`config.mk`:
```
export PLATFORM = sky130hd
export DESIGN_NAME = serial_frame_rx
export DESIGN_NICKNAME = d
export VERILOG_FILES = /design/src/rtl/serial_frame_rx.sv
export SDC_FILE = /design/constraint.sdc
export NUM_CORES = 1
export LEC_CHECK = 0
export CAP_MARGIN = 0
export CORE_UTILIZATION = 50
export DETAILED_ROUTE_END_ITERATION = 8
export PLACE_DENSITY_LB_ADDON = 0.1
export SLEW_MARGIN = 10
export SYNTH_ARGS = -nofsm -noshare
export SYNTH_HDL_FRONTEND = slang
export SYNTH_SLANG_ARGS = --single-unit
```
`constraint.sdc`:
```
create_clock -name clk -period 2.2 [get_ports clk]
set_clock_uncertainty 0.05 [all_clocks]
set_input_delay 0.22 -clock clk [delete_from_list [all_inputs] [get_ports clk]]
set_output_delay 0.22 -clock clk [all_outputs]
set_load 0.02 [all_outputs]
```
`src/rtl/serial_frame_rx.sv`:
```
// -----------------------------------------------------------------------------
// serial_frame_rx
//
// Serial-to-parallel frame receiver fed by the upstream 5-bit serial shift
// registers. The line idles low; a frame is a start bit (1), WIDTH data bits
// LSB first, an optional even-parity bit, and a stop bit (0). Each good word
// is delivered through a one-entry holding register on a valid/ready port.
//
// Parameters
//   WIDTH      data bits per frame (must be >= 2)
//   PARITY_EN  1: an even-parity bit follows the data, 0: no parity bit
//
// Ports
//   clk         in   clock, rising edge
//   rst         in   asynchronous reset, active low
//   si          in   serial input, one bit per clock
//   dout        out  held word, LSB = first data bit received
//   dout_valid  out  holding register full
//   dout_ready  in   consumer accepts when dout_valid && dout_ready
//   dout_perr   out  parity mismatch on the held word (0 without parity)
//   frame_err   out  one-cycle pulse: stop bit was 1
//   overrun     out  one-cycle pulse: good frame dropped, holding reg full
//   busy        out  high while a frame is being received
// -----------------------------------------------------------------------------
module serial_frame_rx #(
   parameter int WIDTH     = 5,
   parameter bit PARITY_EN = 1'b1
) (
   input  logic             clk,
   input  logic             rst,
   input  logic             si,
   output logic [WIDTH-1:0] dout,
   output logic             dout_valid,
   input  logic             dout_ready,
   output logic             dout_perr,
   output logic             frame_err,
   output logic             overrun,
   output logic             busy
);

   localparam int              CNT_W    = $clog2(WIDTH + 1);
   localparam logic [CNT_W-1:0] LAST_BIT = CNT_W'(WIDTH - 1);
   localparam logic [CNT_W-1:0] CNT_ONE  = CNT_W'(1);

   typedef enum logic [1:0] {
      IDLE   = 2'd0,
      DATA   = 2'd1,
      PARITY = 2'd2,
      STOP   = 2'd3
   } state_t;

   state_t             state_r;
   logic [CNT_W-1:0]   cnt_r;
   logic [WIDTH-1:0]   shift_r;
   logic               perr_r;
   logic [WIDTH-1:0]   dout_r;
   logic               dout_valid_r;
   logic               dout_perr_r;
   logic               frame_err_r;
   logic               overrun_r;
   logic               busy_r;
   logic               accept_s;

   // XOR of all data bits; combined with the received parity bit it is 1
   // exactly when the total count of ones is odd, i.e. an even-parity error.
   function automatic logic data_parity(input logic [WIDTH-1:0] d);
      return ^d;
   endfunction

   // Consumer handshake on the holding register
   assign accept_s = dout_valid_r && dout_ready;

   // Frame FSM, holding register and registered status outputs
   always_ff @(posedge clk or negedge rst) begin
      if (!rst) begin
         state_r      <= IDLE;
         cnt_r        <= {CNT_W{1'b0}};
         shift_r      <= {WIDTH{1'b0}};
         perr_r       <= 1'b0;
         dout_r       <= {WIDTH{1'b0}};
         dout_valid_r <= 1'b0;
         dout_perr_r  <= 1'b0;
         frame_err_r  <= 1'b0;
         overrun_r    <= 1'b0;
         busy_r       <= 1'b0;
      end else begin
         // Error flags are single-cycle pulses
         frame_err_r <= 1'b0;
         overrun_r   <= 1'b0;

         // An accept empties the holding register; a load in the STOP branch
         // below comes later and therefore wins on the same edge.
         if (accept_s) begin
            dout_valid_r <= 1'b0;
         end else begin
            dout_valid_r <= dout_valid_r;
         end

         case (state_r)
            IDLE: begin
               if (si) begin
                  state_r <= DATA;
                  cnt_r   <= {CNT_W{1'b0}};
                  perr_r  <= 1'b0;
                  busy_r  <= 1'b1;
               end else begin
                  state_r <= IDLE;
               end
            end

            DATA: begin
               // Right shift: after WIDTH bits the first bit sits in the LSB
               shift_r <= {si, shift_r[WIDTH-1:1]};
               cnt_r   <= cnt_r + CNT_ONE;
               if (cnt_r == LAST_BIT) begin
                  state_r <= PARITY_EN ? PARITY : STOP;
               end else begin
                  state_r <= DATA;
               end
            end

            PARITY: begin
               perr_r  <= data_parity(shift_r) ^ si;
               state_r <= STOP;
            end

            STOP: begin
               // A 1 here is a framing error, never a new start bit
               state_r <= IDLE;
               busy_r  <= 1'b0;
               if (!si) begin
                  if (!dout_valid_r || dout_ready) begin
                     dout_r       <= shift_r;
                     dout_valid_r <= 1'b1;
                     dout_perr_r  <= PARITY_EN ? perr_r : 1'b0;
                  end else begin
                     overrun_r <= 1'b1;
                  end
               end else begin
                  frame_err_r <= 1'b1;
               end
            end

            default: begin
               state_r <= IDLE;
               busy_r  <= 1'b0;
            end
         endcase
      end
   end

   assign dout       = dout_r;
   assign dout_valid = dout_valid_r;
   assign dout_perr  = dout_perr_r;
   assign frame_err  = frame_err_r;
   assign overrun    = overrun_r;
   assign busy       = busy_r;

endmodule

```
======== After elaboration in Yosys (flattened, before gate mapping) ========
Cells that the tools add are included.
Widths: inputs -> output; s select.
word-level totals
  word-level logic and storage cells ...... 48
  flip-flop bits (word level) ............. 21
  output and inout bits ................... 10
  input bits .............................. 4
cells by class
  equality and inequality tests ........... 5
  $add $sub $neg .......................... 1
  reduce and logical (&&, ||, !) cells .... 12
  multiplexer cells ....................... 18
  bitwise gates (word level) .............. 2
operator list
  operator             number
  $mux 1               12
  $pmux 2 s4           1
  $pmux 3 s2           1
  $reduce_and 2->1     3
  $reduce_bool 2->1    3
  $reduce_xor 5->1     1
  $eq 2x2->1 const B   2
  $pmux 1 s2           2
  $add 3x1->3 const B  1
  $eq 3x3->1 const B   1
  $mux 3               1
  $reduce_and 3->1     1
  $eq 2x1->1 const B   1
  $logic_not 2->1      1
  $mux 2               1
  $ne 2x2->1 const B   1
  $logic_and 1x1->1    1
  $logic_not 1->1      1
  $logic_or 1x1->1     1
  $not 1->1            1
  $xor 1x1->1          1

======== Depth between registers and ports, before layout ========
  word-level depth ........................ 5
  mapped depth ............................ 5
  gate-level depth less buffers ........... 5

======== Worst setup path before layout ========
OpenSTA, ideal clock, no wires.
  kind .................................... register to register
  start ................................... register dout_valid_r (netlist: dout_valid)
  end ..................................... register dout_r[0] (netlist: dout[0])
  clock period less this slack ............ 1.323 ns
  arrival time ............................ 1.148 ns
  required time ........................... 2.025 ns
  library setup time ...................... 0.125 ns
  path buffers ............................ 1
  cell stages (with the launch flop) ...... 5
  setup slack ............................. 0.877 ns
  cells stage by stage .................... dfrtp_1 > nand2b_1 > nor2b_1 > buf_6 > mux2_4
between the ends
  cells in the longest elaborated chain, start to end .. 3
ends and longest elaborated chain
  what                        line  RTL
  start, declared             57    logic dout_valid_r;
  start signal, assigned      96    dout_valid_r <= dout_valid_r;
  $logic_not 1->1             132   if (!dout_valid_r || dout_ready) begin
  $logic_or 1x1->1            132
  $reduce_and 3->1 (no line)  --
  end signal, assigned        80    dout_r <= {WIDTH{1'b0}};
  end signal, assigned        133   dout_r <= shift_r;
  end, declared               56    logic [WIDTH-1:0] dout_r;
No other way between the ends.
A chain may end at the register's enable or synchronous reset.

======== Final worst setup path ========
  start ................................... register busy_r (netlist: busy)
  end ..................................... output busy
RTL lines
  what                    line  RTL
  start, declared         61    logic busy_r;
  start signal, assigned  85    busy_r <= 1'b0;
  start signal, assigned  105   busy_r <= 1'b1;
  start signal, assigned  130   busy_r <= 1'b0;
  end, declared           38    output logic busy
No word-level cell between the ends.

==> results_dict.tcl <==
set metrics [dict create \
    critPathArrivalTime_ns 1.30 \
    post_cts_buffers 0 \
    fin_crit_ns 1.57 \
    slowest_stage "clkdlybuf4s50_1" \
    syn_inst 70 \
    synthDistinctLibCells 22 \
    core_area_um2 1730 \
    drt-initial-drc-count 11 \
    io_buffers 13 \
    rsz0062_at_grt "false" \
    cts.repair.resized 0 \
    die_y_um 44.9 \
    ys_top_cells_by_area "dfrtp_1 57%, mux2_4 9.8%, mux2_2 6.1%, nand2_1 3.3%, ha_1 2.7%" \
    grt_pass1_vias 542 \
    place_hpwl_mm 1.01 \
    rr_worst_depth 4 \
    ant_nets 0 \
    path_clk_slew_ns 0.11 \
    pin_count 14 \
    wl_mm 1.38 \
    layout_commonest_cell "dfrtp_1" \
    fill_cells 149 \
    ys_seq_elements 21 \
    hold_class "primary input to asynchronous set/reset pin" \
    final_area_um2 1110 \
    cp.required_ns 1.93 \
    p_leak_nw 0.513 \
    tightest_slew_ns 0.342 \
    power_density_nw_per_um2 1430 \
    htreeDepth 1 \
    cp-start-kind "flip-flop" \
    critical_path.top_delay_family "buffers and inverters" \
    clockBufferDepth 2 \
    syn_to_final_growth_pct 21.1 \
    clk_latency_ns 0.30 \
    cts_root_buffer "clkbuf_4" \
    path_cells "clkdlybuf4s50_1" \
    ys_seq_area_share_pct 57.2 \
    globalRouteTotalUtil_pct 17.7 \
    crit_buf_inv 1 \
    setup_viol_count_final 0 \
    viasPerCell 4.81 \
    initial_core_util_pct 53.2 \
    outcome "complete, no violations" \
    syn_area_um2 918 \
    place_inst 109 \
    die-area_um2 2010 \
    path_depth 1 \
    tns_ns 0 \
    die_w_um 44.9 \
    cts_num_sinks 21 \
    cts_tree "built" \
    critPathMaxStageDelay_ns 0.61 \
    placed_area_um2 1090 \
    fin_nets 95 \
    endpoint_kind "output pin" \
    timing.fmax_ghz 0.637 \
    finalNonFillerCells 113 \
    final_cell_mix "21 x dfrtp_1, 13 x clkdlybuf4s50_1, 8 x nand2_1, 6 x mux2_4, 5 x mux2_2" \
    finalHoldViolCount 0 \
    cts_made_buffers 3 \
    dr_total_vias 544 \
    period_share_pct 71.4 \
    crit_path_start "busy$_DFFE_PN0P_" \
    rows 15 \
    antenna_found_initial 0 \
    slew_headroom_pct 77.2 \
    grt_max_degree 22 \
    grt_pass1_wl_mm 2.42 \
    syn_area_per_cell_um2 13.1 \
    cp_max_fo 3 \
    ir_worst_vdd_uv 709 \
    synth_top_area_cell "dfrtp_1" \
    num_antenna_cells 0 \
    cap_viol_max_count 0 \
    yosys_warnings 0 \
    postCtsHoldBufs 0 \
    routedWlPerCell_um 12.2 \
    grt.overflow.total 0 \
    synth_top_area_share_pct 57.2 \
    gp_congestion 0.759 \
    layout-drive-gt1-share_pct 20.5 \
    first_pass_iters 4 \
    critical_path_class "flip-flop to output pin" \
    drv_slew 0 \
    synth_nets 76 \
    drc 0 \
]
[cell usage after synthesis, drive strengths merged]
library cell  instances
nor2b                 1
nand3b                1
ha                    2
nand2                 8
inv                   4
nand2b                3
and3                  1
dfrtp                21
xnor2                 2
o21ai                 5
o2bb2ai               1
xor2                  1
xnor3                 1
a21oi                 1
o21bai                2
mux2i                 1
nor2                  2
mux2                 11
buf                   2
[routing by layer]
layer	share of wire, %	vias to the layer above	GRT usage [%]
met5	0	-	0
met4	1.5	0	5.45
met2	42	12	25.0
met1	52	258	24.1
met3	4.9	4	8.40
li1	-	270	-
[power breakdown]
| group | switching (mW) | total, mW | internal (mW) | leakage (nW) |
|---|---|---|---|---|
| logic | 0.290 | 0.721 | 0.431 | 0.238 |
| clock network | 0.112 | 0.183 | 0.0708 | 0.0150 |
| registers | 0.139 | 0.683 | 0.544 | 0.261 |
| total | 0.541 | 1.59 | 1.05 | 0.513 |
[flip-flops by register name (all words and copies together), names as in the netlist, named ones only]
| name | count |
|---|---|
| dout | 5 |
| overrun | 1 |
| shift_r | 5 |
| frame_err | 1 |
| state_r | 1 |
| dout_valid | 1 |
| perr_r | 1 |
| dout_perr | 1 |
| cnt_r | 3 |
| busy | 1 |
[layout make-up]
class,instances,area (um^2),share of cell area (%)
flip-flops and latches,21,526,47.2
repair buffers,16,153,13.7
multi-input cells,43,362,32.5
well taps,25,31.3,2.81
inverters,4,15.0,1.35
clock buffers,4,26.3,2.36
[cell families after synthesis]
| group | Yosys count | share of synthesized area [%] |
|---|---|---|
| AOI/OAI and AO/OA | 9 | 5.86 |
| xor gates and xnor gates | 4 | 5.31 |
| adders and majority gates | 2 | 2.72 |
| muxes | 12 | 17.0 |
| and+or+nand+nor | 16 | 8.45 |
| DFF | 21 | 57.2 |
| buffers and inverters | 6 | 3.40 |
[final timing paths]
check                      slack [ns]                  end
max                              0.63                 busy
min                              0.19   perr_r$_DFFE_PN0P_
max reg2reg                      0.79  dout[2]$_DFFE_PN0P_
min reg2reg                      0.47  dout[1]$_DFFE_PN0P_
max in group asynchronous        1.70  dout[2]$_DFFE_PN0P_
min in group clk                 0.47  dout[1]$_DFFE_PN0P_
[stage by stage]
stage	util, %	worst slack [ns]	total power [mW]	hold slack, ns
CTS	64.4	0.618	1.60	0.189
global placement	62.9	0.580	1.41	0.435
global route	64.4	0.555	1.70	0.210
floorplan	-	0.877	1.20	-0.126
finish	64.4	0.629	1.59	0.189
detailed placement	62.9	0.562	1.42	0.445
(Power assumes the default switching activity.)
